File: src/rtl/dist_ram_burst_reader.sv
// Read-side burst engine for a 256x8 async-read distributed RAM.
// Walks a wrapping address range and streams each byte out over valid/ready with a last marker.
module dist_ram_burst_reader #(
  parameter int ADDR_WIDTH = 8,
  parameter int DATA_WIDTH = 8
) (
  input  logic                  clk_in,
  input  logic                  reset_n_in,
  input  logic                  start_in,
  input  logic [ADDR_WIDTH-1:0] base_addr_in,
  input  logic [ADDR_WIDTH:0]   length_in,
  output logic [ADDR_WIDTH-1:0] ram_addr_out,
  input  logic [DATA_WIDTH-1:0] ram_data_in,
  output logic [DATA_WIDTH-1:0] data_out,
  output logic                  valid_out,
  input  logic                  ready_in,
  output logic                  last_out,
  output logic                  busy_out,
  output logic                  done_out
);

  localparam logic [ADDR_WIDTH:0]   MAX_LEN  = {1'b1, {ADDR_WIDTH{1'b0}}};
  localparam logic [ADDR_WIDTH:0]   ZERO_LEN = {(ADDR_WIDTH+1){1'b0}};
  localparam logic [ADDR_WIDTH:0]   REM_ONE  = {{ADDR_WIDTH{1'b0}}, 1'b1};
  localparam logic [ADDR_WIDTH-1:0] PTR_ONE  = {{(ADDR_WIDTH-1){1'b0}}, 1'b1};

  typedef enum logic [1:0] {
    ST_IDLE  = 2'd0,
    ST_READ  = 2'd1,
    ST_DRAIN = 2'd2
  } state_t;

  state_t                state_r;
  logic [ADDR_WIDTH-1:0] ptr_r;
  logic [ADDR_WIDTH:0]   remaining_r;
  logic [DATA_WIDTH-1:0] data_r;
  logic                  valid_r;
  logic                  last_r;
  logic                  busy_r;
  logic                  done_r;

  logic [ADDR_WIDTH:0]   len_clamped_s;
  logic                  capture_s;
  logic                  xfer_s;

  // Clamp the requested beat count to the RAM depth
  always_comb begin
    len_clamped_s = length_in;
    if (length_in > MAX_LEN) begin
      len_clamped_s = MAX_LEN;
    end else begin
      len_clamped_s = length_in;
    end
  end

  // The output register may load whenever it is empty or being drained this edge
  assign capture_s = !valid_r || ready_in;
  assign xfer_s    = valid_r && ready_in;

  // Burst FSM with all stream outputs registered
  always_ff @(posedge clk_in or negedge reset_n_in) begin
    if (!reset_n_in) begin
      state_r     <= ST_IDLE;
      ptr_r       <= {ADDR_WIDTH{1'b0}};
      remaining_r <= ZERO_LEN;
      data_r      <= {DATA_WIDTH{1'b0}};
      valid_r     <= 1'b0;
      last_r      <= 1'b0;
      busy_r      <= 1'b0;
      done_r      <= 1'b0;
    end else begin
      done_r <= 1'b0;
      case (state_r)
        ST_IDLE: begin
          if (start_in) begin
            if (length_in == ZERO_LEN) begin
              done_r <= 1'b1;
            end else begin
              ptr_r       <= base_addr_in;
              remaining_r <= len_clamped_s;
              busy_r      <= 1'b1;
              state_r     <= ST_READ;
            end
          end
        end
        ST_READ: begin
          if (capture_s) begin
            data_r      <= ram_data_in;
            valid_r     <= 1'b1;
            last_r      <= (remaining_r == REM_ONE);
            ptr_r       <= ptr_r + PTR_ONE;
            remaining_r <= remaining_r - REM_ONE;
            if (remaining_r == REM_ONE) begin
              state_r <= ST_DRAIN;
            end
          end
        end
        ST_DRAIN: begin
          // Final beat is held until accepted, then the burst retires
          if (xfer_s) begin
            valid_r <= 1'b0;
            last_r  <= 1'b0;
            busy_r  <= 1'b0;
            done_r  <= 1'b1;
            state_r <= ST_IDLE;
          end
        end
        default: begin
          valid_r <= 1'b0;
          last_r  <= 1'b0;
          busy_r  <= 1'b0;
          state_r <= ST_IDLE;
        end
      endcase
    end
  end

  assign ram_addr_out = ptr_r;
  assign data_out     = data_r;
  assign valid_out    = valid_r;
  assign last_out     = last_r;
  assign busy_out     = busy_r;
  assign done_out     = done_r;

  dist_ram_burst_reader_chk #(
    .DATA_WIDTH (DATA_WIDTH)
  ) u_chk (
    .clk_in     (clk_in),
    .reset_n_in (reset_n_in),
    .valid      (valid_r),
    .ready      (ready_in),
    .last       (last_r),
    .done       (done_r),
    .data       (data_r)
  );

endmodule

// Stream protocol properties for the burst reader output.
module dist_ram_burst_reader_chk #(
  parameter int DATA_WIDTH = 8
) (
  input logic                  clk_in,
  input logic                  reset_n_in,
  input logic                  valid,
  input logic                  ready,
  input logic                  last,
  input logic                  done,
  input logic [DATA_WIDTH-1:0] data
);

  a_stall_hold: assert property (@(posedge clk_in) disable iff (!reset_n_in)
    (valid && !ready) |=> (valid && $stable(data) && $stable(last)));

  a_last_valid: assert property (@(posedge clk_in) disable iff (!reset_n_in)
    last |-> valid);

  a_done_pulse: assert property (@(posedge clk_in) disable iff (!reset_n_in)
    done |=> !done);

endmodule
File: config.mk
export PLATFORM = sky130hd
export DESIGN_NAME = dist_ram_burst_reader
export DESIGN_NICKNAME = d
export VERILOG_FILES = /design/src/rtl/dist_ram_burst_reader.sv
export SDC_FILE = /design/constraint.sdc
export NUM_CORES = 1
export LEC_CHECK = 0
export BUFFER_PORTS_ARGS = -buffer_cell sky130_fd_sc_hd__buf_2
export CORE_MARGIN = 1
export CORE_UTILIZATION = 45
export CTS_CLUSTER_DIAMETER = 200
export CTS_CLUSTER_SIZE = 8
export DETAILED_ROUTE_END_ITERATION = 16
export GPL_TIMING_DRIVEN = 0
export PLACE_DENSITY = 0.7
export SETUP_SLACK_MARGIN = 0.4
export SLEW_MARGIN = 20
export SYNTH_ARGS = -nofsm -noshare
export SYNTH_HDL_FRONTEND = slang
export SYNTH_SLANG_ARGS = --single-unit
File: constraint.sdc
create_clock -name clk_in -period 2.6 [get_ports clk_in]
set_clock_uncertainty 0.15 [all_clocks]
set_input_delay 0.13 -clock clk_in [delete_from_list [all_inputs] [get_ports clk_in]]
set_output_delay 0.13 -clock clk_in [all_outputs]
set_load 0.02 [all_outputs]
==> implementation parameters, run 1 <==
Parameter                              Value

Timing
  Period utilization ... approximately 81%
  Max-slew headroom ... between 50% and 60%
  RSZ-0062 raised after global routing ... true
  Highest Clock Rate ... roughly 470 MHz
  Setup TNS Final ... 0 ps
  Pins over their slew limit ... 0
  Post-route worst hold slack ... roughly 7.3 ps
  Final hold vios ... 0
  Count of final setup violators ... 0
  Shortest clock period the worst path allows after layout ... approximately 2100 ps
  Least-Margin Pin Slew ... ~700 ps

Global route
  Wire length of the first global-routing pass ... approximately 7600 um
  Tot GR Track Use ... between 20% and 30%
  Via count of the first global-routing pass ... between 1500 and 2000
  Maximum number of pins on one net before global-route repair ... 32
  Antenna violations before repair ... 0
  Global-route congestion overflow total ... 0

Worst setup path
  Required time at the endpoint of the critical path ... around 2600 ps
  Element type at the critical path start ... flop
  Critical path peak fanout ... 5
  Worst-case reg-to-reg path depth ... 6
  Reg2Reg Capture Point ... remaining_r[8]
  Worst-case register-to-register setup slack ... 490 ps
  Worst r2r src ... remaining_r[0]
  Kind of critical path ... flop to flop
  CP endpoint kind ... flop
  Arrival time worst endpoint ... 2120 ps

Placed design
  Final GP Congestion ... roughly 0.91
  Number of input and output port buffers inserted ... 48
  Half-perimeter wire length after placement ... approximately 3100 um

Detailed routing
  Average routed wire per standard cell ... ~15 um
  Per-cell via count in the routed design ... roughly 5.5
  Detailed Route WL ... between 4000 and 5000 um
  Pre-antenna DRT Iters ... 4
  Via count ... 1740
  Detailed router's first-iteration violation count ... 150
  Remaining antenna violation count ... 0
  Post-route DRC violation count ... 0

Yosys
  Top cell type's share of synthesized area ... roughly 45%
  Most common flop cell mapped by yosys ... sky130_fd_sc_hd__dfrtp_1
  Yosys top cell by area ... sky130_fd_sc_hd__dfrtp_1
  Synthesized instance count ... 198
  Synth unique cells ... between 40 and 50
  Flip-flop and latch count after synthesis ... 31
  Number of synthesized flops with an enable pin ... 0
  FFs w/ async S/R, synth ... 100%
  Ranking of synthesized cells by area ... sky130_fd_sc_hd__dfrtp_1 (45%), sky130_fd_sc_hd__nand2_1 (7.1%), sky130_fd_sc_hd__o21ai_0 (4.0%)
  Netlist area before placement ... between 1500 and 2000 um^2
  Mean area per synthesized cell ... ~8.8 um^2
  Sequential element share of the synthesized area ... 44.5%
  Syn nets ... between 200 and 250
  Warning count from the yosys run ... 0

Pwr
  Internal power ... approximately 0.0012 W
  Power density over the cells ... about 850 nW/um^2
  Portion of total power attributed to combinational logic ... 34.3%
  Switching share of total power ... between 30% and 40%
  Share of total power in sequential cells ... about 40%
  Reported net switching power ... 0.000707 W
  Post-layout power ... roughly 0.0019 W
  Clock share of power ... between 20 and 30%
  Leakage ... roughly 1.1 nW
  Worst voltage drop across the vdd grid ... roughly 0.0004 V

Cells and area
  Inserted Diodes ... 0
  Fraction of final layout cells sized beyond drive strength 1 ... between 20% and 30%
  Post-synthesis to final-layout area growth ... 31.5%
  Number of nets in the layout ... slightly below 300

Die
  Ports ... 49
  Die Footprint ... slightly above 4000 um^2
  Height of the die ... around 64 um
  Initial standard-cell utilization of the core ... between 40% and 50%
  Standard-cell rows ... 22
  Horizontal extent of the die ... between 60 and 70 um
  Core Footprint ... about 3700 um^2

Hold path
  Endpoint, Worst Hold ... ram_addr_out[0]
  Worst hold path type ... primary input to flop
  Worst Min Path Start ... base_addr_in[0]
  Number of instances on the worst hold path ... 3

CTS
  Cts bufs inserted ... 5
  Worst-case clock buffer depth ... 2
  Depth of the CTS H-tree ... 2
  Number of clock sinks ... 31
  CTS clk-pin slew, worst paths ... about 70 ps
  CTS Root Buffer Type ... sky130_fd_sc_hd__clkbuf_8
  Skew-Pair Late Insertion Delay ... 280 ps
  CTS tree ... done

Job
  Max-Cap Viols ... 0

Run status
  Run status ... finished clean
## cell usage after synthesis, types with 5 or more instances
| cell | instances |
|---|---|
| sky130_fd_sc_hd__nand2_1 | 33 |
| sky130_fd_sc_hd__dfrtp_1 | 31 |
| sky130_fd_sc_hd__o21ai_0 | 14 |
| sky130_fd_sc_hd__a21oi_1 | 12 |
| sky130_fd_sc_hd__inv_1 | 12 |
| sky130_fd_sc_hd__nor2_1 | 8 |
| sky130_fd_sc_hd__a22oi_1 | 7 |
| sky130_fd_sc_hd__clkbuf_1 | 7 |
| sky130_fd_sc_hd__o22ai_1 | 7 |
| sky130_fd_sc_hd__or3_1 | 6 |
| sky130_fd_sc_hd__a31oi_1 | 5 |
| sky130_fd_sc_hd__and3_1 | 5 |
| sky130_fd_sc_hd__nand3_1 | 5 |
## power groups by stage
stage / combinational, W / clock, W / sequential, W
after CTS: 0.000661 / 0.000506 / 0.000774
after detailed placement: 0.000646 / 0 / 0.000781
final: 0.000665 / 0.000493 / 0.000780
after global placement: 0.000639 / 0 / 0.000779
after global routing: 0.000742 / 0.000525 / 0.000808
after floorplan: 0.000357 / 0 / 0.000854
## cells in the final DEF (no fill, tap or decap), types with 5 or more instances in the layout
cell type / synthesis / layout
sky130_fd_sc_hd__dfrtp_1: 31 / 31
sky130_fd_sc_hd__and3_1: 5 / 5
sky130_fd_sc_hd__inv_1: 12 / 11
sky130_fd_sc_hd__clkbuf_1: 7 / 5
sky130_fd_sc_hd__nand2_1: 33 / 33
sky130_fd_sc_hd__a22oi_1: 7 / 7
sky130_fd_sc_hd__nor2_1: 8 / 8
sky130_fd_sc_hd__a31oi_1: 5 / 5
sky130_fd_sc_hd__nand3_1: 5 / 5
sky130_fd_sc_hd__clkbuf_8: 0 / 6
sky130_fd_sc_hd__o22ai_1: 7 / 7
sky130_fd_sc_hd__buf_2: 2 / 51
sky130_fd_sc_hd__or3_1: 6 / 6
sky130_fd_sc_hd__o21ai_0: 14 / 14
sky130_fd_sc_hd__a21oi_1: 12 / 12
sky130_fd_sc_hd__dlygate4sd3_1: 0 / 12
## state kept, by name, summed over array words and instances (netlist names)
name          count
remaining_r       9
data_out          8
ram_addr_out      8
state_r           2
busy_out          1
done_out          1
last_out          1
valid_out         1
## worst max-delay path, stage by stage (launching register included)
cell and delay (ps):
sky130_fd_sc_hd__dfrtp_1 410, sky130_fd_sc_hd__inv_2 80, sky130_fd_sc_hd__ha_2 190, sky130_fd_sc_hd__or4b_4 490, sky130_fd_sc_hd__or4_1 480, sky130_fd_sc_hd__o21ai_0 90
sky130_fd_sc_hd__a22oi_1 100
## what timing repair did
| item | 4_1_cts | 5_1_grt |
|---|---|---|
| endpoints found under the hold margin | 41 | 0 |
| hold buffers | 12 | 0 |
| buffers inserted | 0 | 0 |
| setup endpoints to repair | 2 | 4 |
| gates cloned | 0 | 0 |
| resized for setup | 2 | 5 |
## per-layer routing
layer / vias to the layer above / part of all wire, % / GRT usage, %
met3: 5 / 6.0 / 5.71
met5: - / 0 / 0
met2: 60 / 49 / 41.5
met4: 0 / 1.3 / 7.50
li1: 857 / - / -
met1: 818 / 43 / 30.4
## how the worst max path moves through the flow
stage / from / end / slack [ps] / cells after the start
floorplan: remaining_r[0] / remaining_r[8] / 560 / 6
global placement: state_r[1] / ram_addr_out[7] / 400 / 6
detailed placement: state_r[1] / ram_addr_out[7] / 380 / 6
CTS: remaining_r[0] / remaining_r[8] / 420 / 6
global route: state_r[1] / remaining_r[7] / 380 / 7
finish: remaining_r[0] / remaining_r[8] / 490 / 6
## cell families after synthesis
kind of cell    after synthesis  synth area share (%)
compound gates               63                  24.6
fa+ha+maj                     3                  2.16
buf+inv                      22                  4.88
flops                        31                  44.5
mux                           2                  1.22
simple gates                 77                  22.6
## stage by stage
step	setup slack, ps	cells	area [um^2]	util, %
5_1_grt	380	314	2290	62.1
2_1_floorplan	558	198	1740	-
6_report	490	314	2290	62.1
3_3_place_gp	399	294	2040	55.4
4_1_cts	417	314	2280	61.9
3_5_place_dp	378	294	2040	55.4
## layout make-up
cell class,instances,area [um^2]
tap,48,60.1
buffer,10,43.8
sequential,31,776
clock inverter,2,35.0
multi-input combinational,145,887
clock buffer,6,82.6
inverter,12,45.0
timing repair buffer,60,360
fill,339,1400
No activity file was read; power rests on OpenSTA's default activity.
==> run 2: changes to the inputs <==
Settings changed: PLACE_DENSITY 0.7 to 0.73.
Clock period 2.6 ns to 1.9 ns, I/O delays scaled along.
==> run 2 against run 1 <==
Effect of this change:
- the flow now finishes with violations (setup timing)
- routed wire length increased by 20%
- register-to-register slack got worse by 640 ps
- non-clock buffer count is 23 higher
- design area up 17%
- critical path depth stayed put
- cell count is 7.0% higher
- worst setup slack got worse by 640 ps
- via count grew 13%
- maximum frequency rose by 3.1%
- clock power up 7.5%
- sequential share of layout area is 4.9 points lower
==> implementation parameters, run 2 (synthesis results as in run 1) <==
Parameter                              Value

Cells and area
  Final Core Density ... 72.8%
  Number of nets in the layout ... 320
  Reg with most FFs ... remaining_r
  Fill cells ... about 300
  Most frequent cells in the layout ... sky130_fd_sc_hd__buf_2 (48), sky130_fd_sc_hd__nand2_1 (32), sky130_fd_sc_hd__dfrtp_1 (29), sky130_fd_sc_hd__buf_4 (18), sky130_fd_sc_hd__dlygate4sd3_1 (15)
  Largest register FFs ... 9
  Post-synthesis to final-layout area growth ... 54.1%
  Inserted Diodes ... 0
  Most frequent standard cell in the layout excluding fill and tap cells ... sky130_fd_sc_hd__buf_2
  Fraction of final layout cells sized beyond drive strength 1 ... between 40% and 50%

CTS
  CTS clk-pin slew, worst paths ... around 70 ps
  Skew-Pair Late Insertion Delay ... approximately 290 ps
  CTS tree ... done
  Depth of the CTS H-tree ... 2
  CTS Root Buffer Type ... sky130_fd_sc_hd__clkbuf_8
  Worst-case clock buffer depth ... 2
  Number of clock sinks ... 31
  Cts bufs inserted ... 5

Pwr
  Switching share of total power ... about 40%
  Power density over the cells ... around 1100 nW/um^2
  Leakage ... approximately 1.3 nW
  Reported net switching power ... 0.00114 W
  Internal power ... roughly 0.0017 W
  Share of total power in sequential cells ... a little under two fifths
  Post-layout power ... 0.00287 W
  Portion of total power attributed to combinational logic ... a little over two fifths
  Worst voltage drop across the vdd grid ... about 0.00062 V
  Clock share of power ... a little under a fifth

Worst setup path
  Worst-case register-to-register setup slack ... -150 ps
  CP endpoint kind ... flop
  Kind of critical path ... flop to flop
  Element type at the critical path start ... flop
  Arrival time worst endpoint ... about 2000 ps
  Critical path peak fanout ... 2
  Required time at the endpoint of the critical path ... about 1900 ps

Die
  Ports ... slightly below 50
  Horizontal extent of the die ... about 64 um
  Core Footprint ... ~3700 um^2
  Die Footprint ... roughly 4100 um^2
  Height of the die ... roughly 64 um
  Initial standard-cell utilization of the core ... a little under half
  Standard-cell rows ... 22

Timing
  Period utilization ... 108%
  Count of final setup violators ... 2
  Shortest clock period the worst path allows after layout ... 2050 ps
  Pins over their slew limit ... 0
  Least-Margin Pin Slew ... just under 700 ps
  Post-route worst hold slack ... between 20 and 25 ps
  RSZ-0062 raised after global routing ... true
  Highest Clock Rate ... 489 MHz
  Final hold vios ... 0
  Smallest setup slack after layout ... -146 ps
  Max-slew headroom ... between 50% and 60%

Hold path
  Worst hold path type ... primary input to flop

Global route
  Maximum number of pins on one net before global-route repair ... 32
  Global-route congestion overflow total ... 0
  Tot GR Track Use ... approximately 29%
  Via count of the first global-routing pass ... about 1800
  Wire length of the first global-routing pass ... 8800 um
  Antenna violations before repair ... 0

Placed design
  Half-perimeter wire length after placement ... approximately 3300 um
  Number of input and output port buffers inserted ... 48
  Final GP Congestion ... between 0.8 and 0.9

Run status
  Failing checks ... setup timing
  Run status ... finished, violations left

Detailed routing
  Detailed router's first-iteration violation count ... ~130
  Pre-antenna DRT Iters ... 5
  Per-cell via count in the routed design ... 5.85
  Average routed wire per standard cell ... between 15 and 20 um
  Remaining antenna violation count ... 0
  Via count ... 1965
  Post-route DRC violation count ... 0
  Detailed Route WL ... 5450 um

Job
  Max-Cap Viols ... 0
## run 2: worst paths after layout
kind                                startpoint        endpoint  cells after the start
worst max-delay path            remaining_r[1]  remaining_r[8]                      6
worst min-delay path                  start_in        busy_out                      3
worst max register to register  remaining_r[1]  remaining_r[8]                      6
worst min register to register     data_out[5]     data_out[5]                      2
max in group asynchronous           reset_n_in      state_r[0]                      2
min in group asynchronous           reset_n_in        last_out                      2
## run 2: metal layers
layer  GRT usage (%)  share of wire (%)  vias up
li1                -                  -      906
met1            34.3                 41      949
met2            48.9                 50       92
met3            6.25                6.2       18
met4            12.8                2.9        0
met5               0                  0        -
## run 2: cell type report
class	count	area, um^2	share of cell area [%]
multi-input combinational	145	1070	39.9
sequential	31	778	29.0
timing repair buffer	83	556	20.7
buffer	10	87.6	3.26
clock buffer	6	82.6	3.08
tap	48	60.1	2.24
inverter	12	45.0	1.68
clock inverter	1	5.00	0.186
## run 2: timing repair
item	4_1_cts	5_1_grt
buffers inserted	15	4
endpoints found under the hold margin	47	0
pin swaps	17	8
hold buffers	15	0
setup endpoints to repair	27	29
resized for setup	22	22
cloned	1	0
## run 2: through the flow
step                      worst slack (ps)  setup TNS [ps]  cells  instance area [um^2]
after global routing                  -177            -288    336                  2680
after floorplan                      -74.9           -74.9    198                  1840
after detailed placement              -192            -322    294                  2140
after global placement                -155            -307    294                  2140
after CTS                            -94.8           -94.8    332                  2580
final                                 -146            -191    336                  2680
## run 2: power groups by stage
| stage | logic, W | registers [W] | clock network, W |
|---|---|---|---|
| global placement | 0.000922 | 0.00108 | 0 |
| finish | 0.00124 | 0.00110 | 0.000530 |
| global route | 0.00134 | 0.00113 | 0.000569 |
| floorplan | 0.000531 | 0.00118 | 0 |
| detailed placement | 0.000950 | 0.00108 | 0 |
| CTS | 0.00111 | 0.00107 | 0.000542 |
## run 2: critical path, cell delays in order, from the launching register on
cell,delay [ps]
sky130_fd_sc_hd__dfrtp_1,390
sky130_fd_sc_hd__inv_2,90
sky130_fd_sc_hd__ha_4,140
sky130_fd_sc_hd__or4b_4,470
sky130_fd_sc_hd__or4_1,480
sky130_fd_sc_hd__o21ai_1,90
sky130_fd_sc_hd__a22oi_1,110
